--- config.mk ---
export PLATFORM = sky130hd
export DESIGN_NAME = ee354_move_issuer
export DESIGN_NICKNAME = d
export VERILOG_FILES = /design/src/rtl/ee354_move_issuer.sv
export SDC_FILE = /design/constraint.sdc
export NUM_CORES = 1
export LEC_CHECK = 0
export ABC_CLOCK_PERIOD_IN_PS = 5500
export BUFFER_PORTS_ARGS = -buffer_cell sky130_fd_sc_hd__buf_2
export CORE_ASPECT_RATIO = 2
export CORE_MARGIN = 4
export CORE_UTILIZATION = 25
export CTS_CLUSTER_DIAMETER = 60
export CTS_CLUSTER_SIZE = 8
export DETAILED_ROUTE_END_ITERATION = 8
export GPL_ROUTABILITY_DRIVEN = 1
export SYNTH_ARGS = -nofsm -noshare
export SYNTH_HDL_FRONTEND = slang
export SYNTH_SLANG_ARGS = --single-unit
--- constraint.sdc ---
create_clock -name Clk -period 5.5 [get_ports Clk]
set_input_delay 0 -clock Clk [delete_from_list [all_inputs] [get_ports Clk]]
set_output_delay 0 -clock Clk [all_outputs]
set_load 0.005 [all_outputs]
--- src/rtl/ee354_move_issuer.sv ---
// Button front end for the 2048 game FSM: synchronize, debounce, prioritize and issue one-hot moves.
// Optional auto-repeat of a held single direction is enabled by defining AUTO_REPEAT_EN.
module ee354_move_issuer #(
    parameter int DEBOUNCE_CYCLES = 500000,
    parameter int CNT_W           = 20,
    parameter int REPEAT_CYCLES   = 25000000
) (
    input  logic       Clk,
    input  logic       Reset,
    input  logic       BtnU,
    input  logic       BtnD,
    input  logic       BtnL,
    input  logic       BtnR,
    input  logic       game_ready,
    input  logic       game_over,
    output logic       up,
    output logic       down,
    output logic       left,
    output logic       right,
    output logic       pending,
    output logic [7:0] move_count
);

    typedef enum logic [2:0] {
        S_IDLE     = 3'd0,
        S_DEBOUNCE = 3'd1,
        S_ARMED    = 3'd2,
        S_ISSUE    = 3'd3,
        S_RELEASE  = 3'd4
    } state_t;

    localparam logic [CNT_W-1:0] DB_LAST = CNT_W'(DEBOUNCE_CYCLES - 1);

    generate
        if ((DEBOUNCE_CYCLES < 2) || (REPEAT_CYCLES < 2) ||
            (64'(DEBOUNCE_CYCLES) > ((64'd1 << CNT_W) - 64'd1))) begin : g_bad_params
            $error("ee354_move_issuer: DEBOUNCE_CYCLES/REPEAT_CYCLES must be >= 2 and fit in CNT_W");
        end
    endgenerate

    // Highest-priority pressed button wins: U > D > L > R (vector is {U,D,L,R}).
    function automatic logic [3:0] f_prio(input logic [3:0] v);
        logic [3:0] res;
        if (v[3]) begin
            res = 4'b1000;
        end else if (v[2]) begin
            res = 4'b0100;
        end else if (v[1]) begin
            res = 4'b0010;
        end else if (v[0]) begin
            res = 4'b0001;
        end else begin
            res = 4'b0000;
        end
        return res;
    endfunction

    state_t           r_state;
    logic [3:0]       r_sync1;
    logic [3:0]       r_sync2;
    logic [3:0]       r_cand;
    logic [3:0]       r_dir;
    logic [3:0]       r_cmd;
    logic [CNT_W-1:0] r_cnt;
    logic             r_pending;
    logic [7:0]       r_move_count;

    logic [3:0]       w_sb;
    logic [CNT_W-1:0] w_cnt_inc;

    assign w_sb      = r_sync2;
    assign w_cnt_inc = r_cnt + CNT_W'(1);

`ifdef AUTO_REPEAT_EN
    localparam int               RPT_W    = $clog2(REPEAT_CYCLES + 1);
    localparam logic [RPT_W-1:0] RPT_LAST = RPT_W'(REPEAT_CYCLES - 1);

    logic [RPT_W-1:0] r_rpt;
    logic [RPT_W-1:0] w_rpt_inc;

    assign w_rpt_inc = r_rpt + RPT_W'(1);

    // Repeat timer: runs only while exactly the last issued direction is held in RELEASE.
    always_ff @(posedge Clk or negedge Reset) begin
        if (!Reset) begin
            r_rpt <= '0;
        end else if ((r_state == S_RELEASE) && (w_sb == r_dir) && (w_rpt_inc != RPT_LAST)) begin
            r_rpt <= w_rpt_inc;
        end else begin
            r_rpt <= '0;
        end
    end
`endif

    // Synchronizers, debounce counter and the move FSM with its registered outputs.
    always_ff @(posedge Clk or negedge Reset) begin
        if (!Reset) begin
            r_state      <= S_IDLE;
            r_sync1      <= 4'b0000;
            r_sync2      <= 4'b0000;
            r_cand       <= 4'b0000;
            r_dir        <= 4'b0000;
            r_cmd        <= 4'b0000;
            r_cnt        <= '0;
            r_pending    <= 1'b0;
            r_move_count <= 8'd0;
        end else begin
            r_sync1 <= {BtnU, BtnD, BtnL, BtnR};
            r_sync2 <= r_sync1;
            r_cmd   <= 4'b0000;
            case (r_state)
                S_IDLE: begin
                    r_cnt <= '0;
                    if (w_sb != 4'b0000) begin
                        r_cand  <= w_sb;
                        r_state <= S_DEBOUNCE;
                    end else begin
                        r_state <= S_IDLE;
                    end
                end
                S_DEBOUNCE: begin
                    if (w_sb != r_cand) begin
                        r_cnt   <= '0;
                        r_state <= S_IDLE;
                    end else if (w_cnt_inc == DB_LAST) begin
                        r_cnt     <= '0;
                        r_dir     <= f_prio(r_cand);
                        r_pending <= 1'b1;
                        r_state   <= S_ARMED;
                    end else begin
                        r_cnt <= w_cnt_inc;
                    end
                end
                // A win/lose screen swallows the held move instead of issuing it.
                S_ARMED: begin
                    r_cnt <= '0;
                    if (game_over) begin
                        r_pending <= 1'b0;
                        r_state   <= S_RELEASE;
                    end else if (game_ready) begin
                        r_cmd        <= r_dir;
                        r_pending    <= 1'b0;
                        r_move_count <= r_move_count + 8'd1;
                        r_state      <= S_ISSUE;
                    end else begin
                        r_state <= S_ARMED;
                    end
                end
                S_ISSUE: begin
                    r_cnt   <= '0;
                    r_state <= S_RELEASE;
                end
                S_RELEASE: begin
                    if (w_sb != 4'b0000) begin
                        r_cnt <= '0;
`ifdef AUTO_REPEAT_EN
                        if ((w_sb == r_dir) && (w_rpt_inc == RPT_LAST)) begin
                            r_pending <= 1'b1;
                            r_state   <= S_ARMED;
                        end else begin
                            r_state <= S_RELEASE;
                        end
`else
                        r_state <= S_RELEASE;
`endif
                    end else if (w_cnt_inc == DB_LAST) begin
                        r_cnt   <= '0;
                        r_state <= S_IDLE;
                    end else begin
                        r_cnt <= w_cnt_inc;
                    end
                end
                default: begin
                    r_cnt     <= '0;
                    r_pending <= 1'b0;
                    r_state   <= S_IDLE;
                end
            endcase
        end
    end

    assign up         = r_cmd[3];
    assign down       = r_cmd[2];
    assign left       = r_cmd[1];
    assign right      = r_cmd[0];
    assign pending    = r_pending;
    assign move_count = r_move_count;

endmodule

==> impl_metrics.toml, run 1 <==
[critical_path]
cp.required_ns = 5.62
cp-start-kind = "register"
crit_family = "simple AND/OR/NAND/NOR gates"
path_buf_inv = 0
slowest_stage = "nor4_4"
critPathMaxStageDelay_ns = 0.99
timing.rr.start = "r_cnt[0]$_DFF_PN0_"
crit_start = "r_cnt[0]$_DFF_PN0_"
cp.arrival_ns = 3.39
cp-end-kind = "register"
path_max_fanout = 21
critPathKind = "register to register"
worstPathCellList = "ha_1 -> nand4_1 -> nor4_1 -> xnor2_1 -> a2111o_1 -> nor4_4 -> o211ai_1"

[routing]
drtPass1Iterations = 4
viasPerCell = 4.83
initialDrtViolationCount = 32
post_drt_wl_per_cell_um = 13.7
postRouteAntennaNets = 0
drt_wl_total_um = 5440
vias = 1911
drc = 0

[clock_network]
clock_path_buffers = 2
cts_setup_buffers = 0
root_buffer = "clkbuf_16"
clk-insertion-delay-late_ns = 0.29
cts_buffers = 5
clkTransAtPathRegs_ns = 0.07
cts.sinks = 52
cts_resized = 0
holdBufCountCts = 5
cts_tree = "yes"
htreeDepth = 2

[logic_synthesis]
yosysTopAreaCell = "dfrtp_1"
synth.area.top_cells = "dfrtp_1 51%, xnor2_1 5.1%, xor2_1 5.1%"
synth_commonest_cells = "52 x dfrtp_1, 25 x nor3_1, 15 x nor2_1, 15 x xnor2_1, 15 x xor2_1"
synthesis.nets = 248
ys_seq_area_share_pct = 50.6
synth_seq_cells = 52
syn_area_mm2 = 0.00257
yosysWarningCount = 0
synth_cell_types = 46
yosysMostFrequentCell = "dfrtp_1"
dominantRegCellSynth = "dfrtp_1"
avgSynthCellArea_um2 = 10.9
synth_edf_count = 0
async_reset_ff_share_pct = 100
postSynthCellCount = 236
synth_top_area_share_pct = 50.6

[floorplan]
start_util_pct = 25.5
rows = 52
core_area_mm2 = 0.0101
ios = 21
dieArea_mm2 = 0.0121
die-height_um = 151
dieWidth_um = 79.7

[sta]
slew_violations = 0
worst_slew_pin_slew_ns = 1.15
skew_ns = 0.00956
setup_viol = 0
finalHoldViolCount = 0
fin_crit_ns = 3.27
fin_ws_ns = 2.23
fmaxAchievable_ghz = 0.306
maxSlewHeadroom_pct = 22.8
setup_tns_ns = 0
period_share_pct = 59.5
rsz0062_at_grt = "no"

[place]
place_ws_ns = 2.27
port_buffers = 20
place_congestion = 0.850
place_hpwl_um = 4030

[hold_path]
hold_path_class = "input port to register"
hp-start = "game_ready"

[grt]
grt_pass1_vias = 2006
antenna_found_initial = 0
grt_max_degree = 53
grt_overflow_total = 0
grt_pass1_wl_um = 9080
grt.total_usage_pct = 9.54

[finish]
fillers = 1036
antenna_cells = 0
drive_gt1_share_pct = 18.8
finalNetCount = 272
area_growth_pct = 16.7

[power_and_ir_drop]
pwr_density_cell_mw_per_mm2 = 267
power_leakage_uw = 0.00129
vdd_drop_max_mv = 0.233

[status]
status = "completed"

[run]
maxCapViolCount = 0
per-stage QoR:
step / utilization (%) / instances / hold WS [ns] / area, um2 / total power, uW
after floorplan: - / 236 / -0.296 / 2570 / 463
after CTS: 29.8 / 396 / 0.0211 / 3000 / 811
final: 29.8 / 396 / 0.0230 / 3000 / 801
after global placement: 27.8 / 383 / 0.110 / 2810 / 491
after detailed placement: 27.8 / 383 / 0.110 / 2810 / 494
after global routing: 29.8 / 396 / 0.0361 / 3000 / 832
cell usage in the layout (no fill, tap or decap), types with 2 or more instances in the layout:
| cell type | count |
|---|---|
| inv_1 | 7 |
| a21oi_1 | 2 |
| nand2_1 | 8 |
| ha_1 | 4 |
| dlygate4sd3_1 | 5 |
| inv_6 | 2 |
| nor3_1 | 25 |
| nor4b_1 | 2 |
| and2_1 | 3 |
| nand3_1 | 9 |
| nand4_1 | 12 |
| a2111o_1 | 2 |
| nor2_1 | 15 |
| and4_1 | 2 |
| mux2_2 | 9 |
| xnor2_1 | 15 |
| or2_2 | 2 |
| buf_2 | 20 |
| nor3b_1 | 2 |
| nor4_4 | 2 |
| nor4_1 | 5 |
| dfrtp_1 | 52 |
| a31oi_1 | 2 |
| buf_4 | 2 |
| clkbuf_16 | 5 |
| xor2_1 | 15 |
| and3_1 | 8 |
| nor2b_1 | 3 |
registers in the layout (all words and copies together) (netlist names):
signal,count
r_cmd,4
r_sync1,4
r_cnt,20
r_dir,4
r_sync2,4
move_count,8
r_cand,4
r_state,3
pending,1
metal layers:
layer | vias to the layer above | global-route usage (%) | share of wire (%)
met5 | - | 0 | 0
met4 | 0 | 7.45 | 6.0
met3 | 24 | 1.24 | 2.4
met2 | 48 | 17.9 | 55
met1 | 939 | 8.99 | 37
li1 | 900 | - | -
path summary, 6_finish.rpt:
check / to / slack (ns) / depth (start not counted)
worst min register to register: r_sync2[1]$_DFF_PN0_ / 0.35 / 0
worst max-delay path: r_state[0]$_DFFE_PN0P_ / 2.23 / 7
min in group asynchronous: r_sync2[1]$_DFF_PN0_ / 0.35 / 3
worst max register to register: r_state[0]$_DFFE_PN0P_ / 2.23 / 7
max in group asynchronous: pending$_DFFE_PN0P_ / 4.72 / 3
worst min-delay path: r_cmd[1]$_DFF_PN0_ / 0.02 / 2
kinds of logic after synthesis:
family / after synthesis / share of synthesized area (%)
AO/OA/AOI/OAI: 19 / 5.84
AND/OR/NAND/NOR: 104 / 24.0
flip-flops: 52 / 50.6
buffers and inverters: 17 / 3.11
XOR/XNOR: 30 / 10.2
multiplexers: 10 / 4.33
adder cells (fa/ha/maj): 4 / 1.95
layout make-up:
type | instances | area (um2) | share of cell area (%)
tap | 135 | 169 | 5.63
clock inverter | 2 | 17.5 | 0.583
sequential | 52 | 1300 | 43.3
clock buffer | 6 | 129 | 4.29
timing repair buffer | 27 | 165 | 5.50
multi-input combinational | 167 | 1190 | 39.8
inverter | 7 | 26.3 | 0.875
report_power, final:
group / leakage, uW / switching, uW / internal (uW) / total, uW
registers: 0.000693 / 29.7 / 402 / 432
logic: 0.000525 / 24.6 / 31.0 / 55.5
clock network: 0.0000719 / 141 / 172 / 313
Power figures use the tool's default switching activity.
==> inputs of run 2 (changes only) <==
--- a/config.mk
+++ b/config.mk
@@ -5,7 +5,7 @@
 export SDC_FILE = /design/constraint.sdc
 export NUM_CORES = 1
 export LEC_CHECK = 0
-export ABC_CLOCK_PERIOD_IN_PS = 5500
+export ABC_CLOCK_PERIOD_IN_PS = 3100
 export BUFFER_PORTS_ARGS = -buffer_cell sky130_fd_sc_hd__buf_2
 export CORE_ASPECT_RATIO = 2
 export CORE_MARGIN = 4
==> constraint.sdc (replaced) <==
create_clock -name Clk -period 3.1 [get_ports Clk]
set_input_delay 0 -clock Clk [delete_from_list [all_inputs] [get_ports Clk]]
set_output_delay 0 -clock Clk [all_outputs]
set_load 0.005 [all_outputs]
==> run 2 against run 1 <==
Compared with the run above: sequential cell count is the same; critical path depth stayed put; global-route usage grew 0.67 points; fmax grew 25%; final area increased by 0.92%; combinational power rose by 86%; clock-buffer cell count is 1 lower; utilization grew 0.27 points; non-clock buffer count increased by 3; critical path type unchanged; largest cell class unchanged.
==> impl_metrics.toml, run 2 (same netlist as run 1, synthesis figures left out) <==
[routing]
postRouteAntennaNets = 0
post_drt_wl_per_cell_um = 14.3
drtPass1Iterations = 4
vias = 1868
drc = 0
drt_wl_total_um = 5660
initialDrtViolationCount = 47
viasPerCell = 4.71

[critical_path]
cp-end-kind = "register"
crit_family = "simple AND/OR/NAND/NOR gates"
cp-start-kind = "register"
slowest_stage = "dfrtp_1"
cp.required_ns = 3.27
crit_start = "r_cnt[3]$_DFF_PN0_"
path_depth = 7
path_max_fanout = 13
reg2regPathDepth = 7
critPathKind = "register to register"
cp.arrival_ns = 2.78
path_buf_inv = 1
timing.rr.start = "r_cnt[3]$_DFF_PN0_"
worstPathCellList = "nand4_1 -> nor4_4 -> xnor2_1 -> a2111o_1 -> nor4_4 -> buf_4 -> nor3_1"
cp_common_cell = "nor4_4"
critPathMaxStageDelay_ns = 0.53

[finish]
final_common_cell = "dfrtp_1"
finalNetCount = 275
area_growth_pct = 17.8
multi_input_area_mm2 = 0.00119
seq_area_mm2 = 0.00130
fillers = 1029
regMostFlops = "r_cnt"
drive_gt1_share_pct = 19.1
instances_no_fill = 397
final_cell_mix = "52 x dfrtp_1, 25 x nor3_1, 20 x buf_2"
fin_util_pct = 30.0
largest_reg_flops = 20
antenna_cells = 0

[sta]
period_share_pct = 84.1
setup_tns_ns = 0
fin_ws_ns = 0.492
worst_slew_pin_slew_ns = 0.907
fmaxAchievable_ghz = 0.383
maxSlewHeadroom_pct = 39.6
rsz0062_at_grt = "no"
fin_crit_ns = 2.61
setup_viol = 0
skew_ns = 0.00819
slew_violations = 0
finalHoldViolCount = 0

[place]
port_buffers = 20
dp.cells = 386
place_ws_ns = 0.507
place_congestion = 0.799
place_hpwl_um = 4200

[power_and_ir_drop]
pwr_density_cell_mw_per_mm2 = 486
power.switching_uw = 331
internal-power_uw = 1140
p_seq_share_pct = 51.8
vdd_drop_max_mv = 0.422
p_comb_share_pct = 7.0
p_clk_share_pct = 41.2
power_leakage_uw = 0.00131
swShare_pct = 22.5

[floorplan]
rows = 52
start_util_pct = 25.5
dieWidth_um = 79.7
dieArea_mm2 = 0.0121
ios = 21
core_area_mm2 = 0.0101
die-height_um = 151

[grt]
grt_overflow_total = 0
busiest_layer = "met2"
grtUsageMet3_pct = 1.54
grt.total_usage_pct = 10.2
use_met1_pct = 9.67
grt_pass1_wl_um = 9520
grt_pass1_vias = 1997
use_met2_pct = 20.0
antenna_found_initial = 0
grt_max_degree = 42

[clock_network]
holdBufCountCts = 5
clock_path_buffers = 2
root_buffer = "clkbuf_16"
cts.sinks = 52
clk-insertion-delay-late_ns = 0.29
cts_resized = 0
cts_buffers = 5
htreeDepth = 2
clkTransAtPathRegs_ns = 0.07
cts_setup_buffers = 0
cts_tree = "yes"

[hold_path]
hold_path_class = "input port to register"
hp-start = "game_ready"
hold_path_depth = 2

[status]
status = "completed"

[run]
maxCapViolCount = 0
## run 2: metal layers
metal | wire, um | up-vias
met5 | 0 | -
met1 | 2060 | 920
li1 | - | 904
met3 | 122 | 11
met4 | 180 | 0
met2 | 3300 | 33
## run 2: worst paths after layout
path	to	slack (ns)
max	r_cnt[8]$_DFF_PN0_	0.49
min	r_cmd[0]$_DFF_PN0_	0.01
max reg2reg	r_cnt[8]$_DFF_PN0_	0.49
min reg2reg	r_sync2[1]$_DFF_PN0_	0.35
max in group asynchronous	r_cnt[15]$_DFF_PN0_	1.99
min in group asynchronous	r_cand[0]$_DFFE_PN0P_	0.38
## run 2: cell type report
cell class                 instances  area share (%)
sequential                        52            42.9
inverter                           7           0.867
clock buffer                       5            4.13
tap                              135            5.57
multi-input combinational        167            39.3
timing repair buffer              30            6.19
clock inverter                     1           0.991
## run 2: stage by stage
step | cell area [um2] | hold slack (ns) | power [uW]
detailed placement | 2830 | 0.110 | 876
finish | 3030 | 0.0100 | 1470
floorplan | 2570 | -0.296 | 821
CTS | 3030 | 0.00864 | 1490
global placement | 2830 | 0.109 | 872
global route | 3030 | 0.0285 | 1530
## run 2: worst reg2reg max path: cells and delay by family, from the launching register on
family	cells	cell delay (ns)
and+or+nand+nor	4	1.10
xor gates and xnor gates	1	0.16
DFF	1	0.53
buffers and inverters	1	0.25
AOI/OAI and AO/OA	1	0.43
## run 2: power groups by stage
| stage | Sequential [uW] | Clock [uW] | Combinational (uW) |
|---|---|---|---|
| 6_report | 763 | 606 | 103 |
| 5_1_grt | 767 | 650 | 115 |
| 4_1_cts | 763 | 625 | 106 |
| 3_5_place_dp | 776 | 0 | 99.8 |
| 3_3_place_gp | 774 | 0 | 97.6 |
| 2_1_floorplan | 759 | 0 | 62.1 |
